$ cat src/rtl/karatsuba_mul_seq.sv
// Sequential Karatsuba multiplier: three partial products share one S x S multiplier, then recombine.
// Optional two's-complement operation is enabled by defining KARATSUBA_SEQ_SIGNED_EN.
module karatsuba_mul_seq #(
  parameter int N = 16
) (
  input  logic           clk,
  input  logic           rst_n,
  input  logic           in_valid,
  output logic           in_ready,
  input  logic [N-1:0]   u,
  input  logic [N-1:0]   v,
  output logic           out_valid,
  input  logic           out_ready,
  output logic [2*N-1:0] r
);
  // Handshake: a transfer happens on a rising edge where valid && ready are both 1.
  // in_ready is 1 only while idle; r/out_valid hold steady until out_ready is seen.
  localparam int H = N / 2 + N % 2;
  localparam int L = N - H;
  localparam int S = H + 1;
  localparam int W = 2 * N;

  typedef enum logic [2:0] {
    IDLE    = 3'd0,
    MUL_X   = 3'd1,
    MUL_Y   = 3'd2,
    MUL_Z   = 3'd3,
    COMBINE = 3'd4,
    DONE    = 3'd5
  } state_t;

  state_t state;

  logic [S-1:0]   a_q, b_q, c_q, d_q, sa_q, sc_q;
  logic [2*S-1:0] x_q, y_q, z_q;

  logic [N-1:0]   mag_u, mag_v;
  logic [S-1:0]   a_n, b_n, c_n, d_n;
  logic [S-1:0]   mul_a, mul_b;
  logic [2*S-1:0] mul_p;
  logic [W-1:0]   x_w, y_w, z_w, mid_w, prod, res;

`ifdef KARATSUBA_SEQ_SIGNED_EN
  logic sign_q;
  logic sign_n;

  always_comb begin
    mag_u  = u[N-1] ? -u : u;
    mag_v  = v[N-1] ? -v : v;
    sign_n = u[N-1] ^ v[N-1];
  end
`else
  always_comb begin
    mag_u = u;
    mag_v = v;
  end
`endif

  always_comb begin
    a_n = {{(S-L){1'b0}}, mag_u[N-1:H]};
    b_n = {1'b0, mag_u[H-1:0]};
    c_n = {{(S-L){1'b0}}, mag_v[N-1:H]};
    d_n = {1'b0, mag_v[H-1:0]};
  end

  // Single shared multiplier; its operands follow the current partial-product state.
  always_comb begin
    mul_a = '0;
    mul_b = '0;
    case (state)
      MUL_X: begin
        mul_a = a_q;
        mul_b = c_q;
      end
      MUL_Y: begin
        mul_a = b_q;
        mul_b = d_q;
      end
      MUL_Z: begin
        mul_a = sa_q;
        mul_b = sc_q;
      end
      default: begin
        mul_a = '0;
        mul_b = '0;
      end
    endcase
    mul_p = {{S{1'b0}}, mul_a} * {{S{1'b0}}, mul_b};
  end

  // Recombination wraps modulo 2^(2N); the low 2N bits equal those of the wider sum.
  always_comb begin
    x_w   = {{(W-2*S){1'b0}}, x_q};
    y_w   = {{(W-2*S){1'b0}}, y_q};
    z_w   = {{(W-2*S){1'b0}}, z_q};
    mid_w = z_w - x_w - y_w;
    prod  = (x_w << (2 * H)) + (mid_w << H) + y_w;
`ifdef KARATSUBA_SEQ_SIGNED_EN
    res   = sign_q ? -prod : prod;
`else
    res   = prod;
`endif
  end

  always_ff @(posedge clk) begin
    if (!rst_n) begin
      state     <= IDLE;
      in_ready  <= 1'b1;
      out_valid <= 1'b0;
      r         <= '0;
      a_q       <= '0;
      b_q       <= '0;
      c_q       <= '0;
      d_q       <= '0;
      sa_q      <= '0;
      sc_q      <= '0;
      x_q       <= '0;
      y_q       <= '0;
      z_q       <= '0;
`ifdef KARATSUBA_SEQ_SIGNED_EN
      sign_q    <= 1'b0;
`endif
    end else begin
      case (state)
        IDLE: begin
          if (in_valid && in_ready) begin
            a_q      <= a_n;
            b_q      <= b_n;
            c_q      <= c_n;
            d_q      <= d_n;
            sa_q     <= a_n + b_n;
            sc_q     <= c_n + d_n;
`ifdef KARATSUBA_SEQ_SIGNED_EN
            sign_q   <= sign_n;
`endif
            in_ready <= 1'b0;
            state    <= MUL_X;
          end
        end
        MUL_X: begin
          x_q   <= mul_p;
          state <= MUL_Y;
        end
        MUL_Y: begin
          y_q   <= mul_p;
          state <= MUL_Z;
        end
        MUL_Z: begin
          z_q   <= mul_p;
          state <= COMBINE;
        end
        COMBINE: begin
          r         <= res;
          out_valid <= 1'b1;
          state     <= DONE;
        end
        DONE: begin
          if (out_ready) begin
            out_valid <= 1'b0;
            in_ready  <= 1'b1;
            state     <= IDLE;
          end
        end
        default: begin
          out_valid <= 1'b0;
          in_ready  <= 1'b1;
          state     <= IDLE;
        end
      endcase
    end
  end

endmodule

$ cat config.mk
export PLATFORM = sky130hd
export DESIGN_NAME = karatsuba_mul_seq
export DESIGN_NICKNAME = d
export VERILOG_FILES = /design/src/rtl/karatsuba_mul_seq.sv
export SDC_FILE = /design/constraint.sdc
export NUM_CORES = 1
export LEC_CHECK = 0
export CAP_MARGIN = 20
export CORE_ASPECT_RATIO = 2
export CORE_MARGIN = 10
export CORE_UTILIZATION = 55
export DETAILED_ROUTE_END_ITERATION = 10
export GPL_ROUTABILITY_DRIVEN = 0
export PLACE_DENSITY = 0.8
export SLEW_MARGIN = 25
export SYNTH_ARGS = -nofsm -noshare
export SYNTH_HDL_FRONTEND = slang
export SYNTH_SLANG_ARGS = --single-unit
$ cat constraint.sdc
create_clock -name clk -period 16.9 [get_ports clk]
set_input_delay 3.38 -clock clk [delete_from_list [all_inputs] [get_ports clk]]
set_output_delay 3.38 -clock clk [all_outputs]
set_load 0.02 [all_outputs]
==> impl_metrics.tcl <==
set metrics [dict create \
    vias 10200 \
    worstSetupPathType "reg -> reg" \
    synth-edff-count 0 \
    synthesis.nets 1684 \
    numPortBuffers 69 \
    dr.pass1.iters 5 \
    final_layout_size_suffix_gt1_share_pct 3.77 \
    min_path_type "reg -> reg" \
    drv_cap 0 \
    drt_wl_total_um 29700 \
    avgSynthCellArea_sq_um 7.77 \
    rrSetupSlack_ns 10.06 \
    yosys_warnings 0 \
    reg2reg_from "state[1]" \
    yosys-top-cells-area "dfxtp_1 (25%), ha_1 (15%), fa_1 (10%)" \
    path_buf_inv 4 \
    synth_area_sq_um 11300 \
    cts_sinks 141 \
    hold_buffers 0 \
    tns_ns 0 \
    worst_pin_slew_ns 1.04 \
    leakagePower_nw 5.59 \
    relSlewSlack_pct 30.7 \
    end_kind "flop" \
    num_io_pins 70 \
    row_count 74 \
    reg2reg_depth 22 \
    fp.dieW_um 122 \
    final_cells 1779 \
    grt_pass1_wl_um 48700 \
    yosysSeqAreaShare_pct 24.9 \
    clock_skew_ns 0.00697 \
    start_util_pct 55.6 \
    wl_per_cell_um 16.7 \
    ant_nets 0 \
    ys.flop_type "dfxtp_1" \
    cp_top_family "adder cells" \
    async_flop_share_pct 0 \
    cp.arrival_ns 7.14 \
    fillers 1802 \
    grt_usage_pct 22.3 \
    hold_viol_final 0 \
    place_inst 1748 \
    slew_violations 0 \
    netlist_instances 1458 \
    yosys.area.top_type "dfxtp_1" \
    rsz0062_at_grt "false" \
    final_common_cell "nand2_1" \
    die_area_sq_um 27100 \
    cts_buffers 17 \
    register_area_sq_um 2820 \
    hold_end "r[12]" \
    ys_ff_latch 141 \
    core-area_sq_um 20400 \
    preCtsSetupSlack_ns 10.13 \
    root_buffer "clkbuf_16" \
    cp_max_fo 28 \
    grt_max_degree 77 \
    cts_max_level 4 \
    crit_path_cell_trace "buf_4 > nor2b_1 > a22oi_1 > nor2_1 > nand2_1 > fa_1 > fa_1 > inv_1 > ha_1 > inv_1 > fa_1 > inv_1 > ha_1 > a21o_1 > a21o_1 > a21oi_1 > o21ai_1 > a211oi_1 > o31ai_1 > a21oi_1 > xnor2_1 > a21oi_1" \
    yosys.cell_types.count 59 \
    cpPeakStageDelay_ns 0.87 \
    final_cell_mix "nand2_1 (299), a21oi_1 (174), inv_1 (148)" \
    dp_hpwl_um 23400 \
    cts_resized 0 \
    post-cts-setup-buffers 0 \
    critPathSlowestCell "nor2b_1" \
    drt_iter0_markers 521 \
    r2r-end "x_q[17]" \
    cp-start-kind "flop" \
    setup_viol 0 \
    grt_pass1_vias 10400 \
    die_y_um 223 \
    insertion_delay_ns 0.44 \
    power.density_nw_per_um2 87.4 \
    period_minus_slack_ns 6.84 \
    layout_setup_ws_ns 10.06 \
    gr-total-overflow 0 \
    remaining_drc_errors 0 \
    status "completed" \
    path_clk_slew_ns 0.06 \
    syn2layout_area_growth_pct 13.1 \
    fin_crit_sh_pct 40.5 \
    min-delay-start "r[12]" \
    max_freq_ghz 0.146 \
    antenna_found_initial 0 \
    multi_input_area_sq_um 7760 \
    via_per_inst 5.71 \
    finalPower_w 0.00112 \
    cts_tree "built" \
    cts_max_path_buffers 2 \
    diodes 0 \
    min_path_cells 2 \
    yosysTopAreaCellShare_pct 24.9 \
    critPathRequiredTime_ns 17.20 \
    nets 1727 \
    peakVddDrop_v 0.0000653 \
]
power by group:
part	internal (W)	switching, W
combinational	0.000164	0.000225
sequential	0.000348	0.00000994
clock	0.000224	0.000149
total	0.000737	0.000384
cells by family (layout without fill, tap and decap cells):
logic type | Yosys count | after routing | share of synthesized area [%]
multiplexers | 16 | 16 | 1.59
AO/OA/AOI/OAI | 331 | 331 | 17.4
flip-flops | 141 | 141 | 24.9
AND/OR/NAND/NOR | 510 | 510 | 19.5
buffers and inverters | 205 | 260 | 6.79
adder cells (fa/ha/maj) | 190 | 190 | 24.7
XOR/XNOR | 65 | 65 | 5.14
worst register-to-register path, delay by kind of cell (launching register included):
kind,cells,cell delay [ns]
DFF,1,0.31
buffers and inverters,4,0.47
AOI/OAI and AO/OA,9,1.90
and+or+nand+nor,3,1.71
adders and majority gates,5,2.14
xor gates and xnor gates,1,0.18
routing by layer:
metal  share of wire, %  vias up  track usage, %
li1                   -     4964               -
met1                 33     4776            19.4
met2                 56      281            42.4
met3                3.7      134            4.05
met4                7.7        0            17.7
met5                  0        -               0
cells in the mapped netlist (3+ instances only):
cell type	instances
a21oi_1	174
nand3b_1	5
a31oi_1	7
o21ai_1	29
and2_1	9
mux2_1	10
nand2b_1	10
a21boi_1	4
nor4_1	3
or4_1	3
clkbuf_1	49
nor2b_1	14
a21o_1	27
or2_1	3
o21ai_0	19
inv_1	148
and3_1	11
o21a_1	11
nand2_1	299
nor2_1	79
ha_1	133
o311ai_1	3
a31o_1	4
nand3_1	27
or3_1	7
o31ai_1	5
xnor2_1	50
dfxtp_1	141
a211oi_1	16
o21bai_1	9
mux2_2	6
buf_1	7
fa_1	57
a22oi_1	8
nor3_1	33
xor2_1	14
state kept, by name, indices dropped and copies added, names as in the netlist:
| register | cells |
|---|---|
| d_q | 8 |
| in_ready | 1 |
| sa_q | 9 |
| sc_q | 9 |
| z_q | 18 |
| r | 32 |
| c_q | 8 |
| x_q | 18 |
| y_q | 18 |
| state | 3 |
| b_q | 8 |
| a_q | 8 |
| out_valid | 1 |
per-stage QoR:
| stage | utilization, % | hold WS, ns | cell area [sq um] |
|---|---|---|---|
| finish | 62.9 | 0.448 | 12800 |
| global route | 62.9 | 0.467 | 12800 |
| CTS | 62.9 | 0.450 | 12800 |
| detailed placement | 60.1 | 0.444 | 12200 |
| global placement | 60.1 | 0.437 | 12200 |
| floorplan | - | 0.428 | 11300 |
cell type report:
class,count,share of cell area [%]
clock inverters,9,0.878
flip-flops and latches,141,22.0
well taps,266,2.60
clock buffers,22,3.62
repair buffers,80,6.03
multi-input cells,1112,60.5
inverters,149,4.37
worst max-delay path by stage:
stage	startpoint	endpoint	slack [ns]	depth (start not counted)
after global routing	state[1]	x_q[17]	9.60	22
after floorplan	state[1]	z_q[17]	11.31	23
after CTS	state[1]	x_q[17]	10.11	22
after detailed placement	state[1]	x_q[17]	10.13	22
after global placement	state[1]	x_q[17]	10.35	22
final	state[1]	x_q[17]	10.06	22
Note: power is estimated with default switching activity, not from simulation.
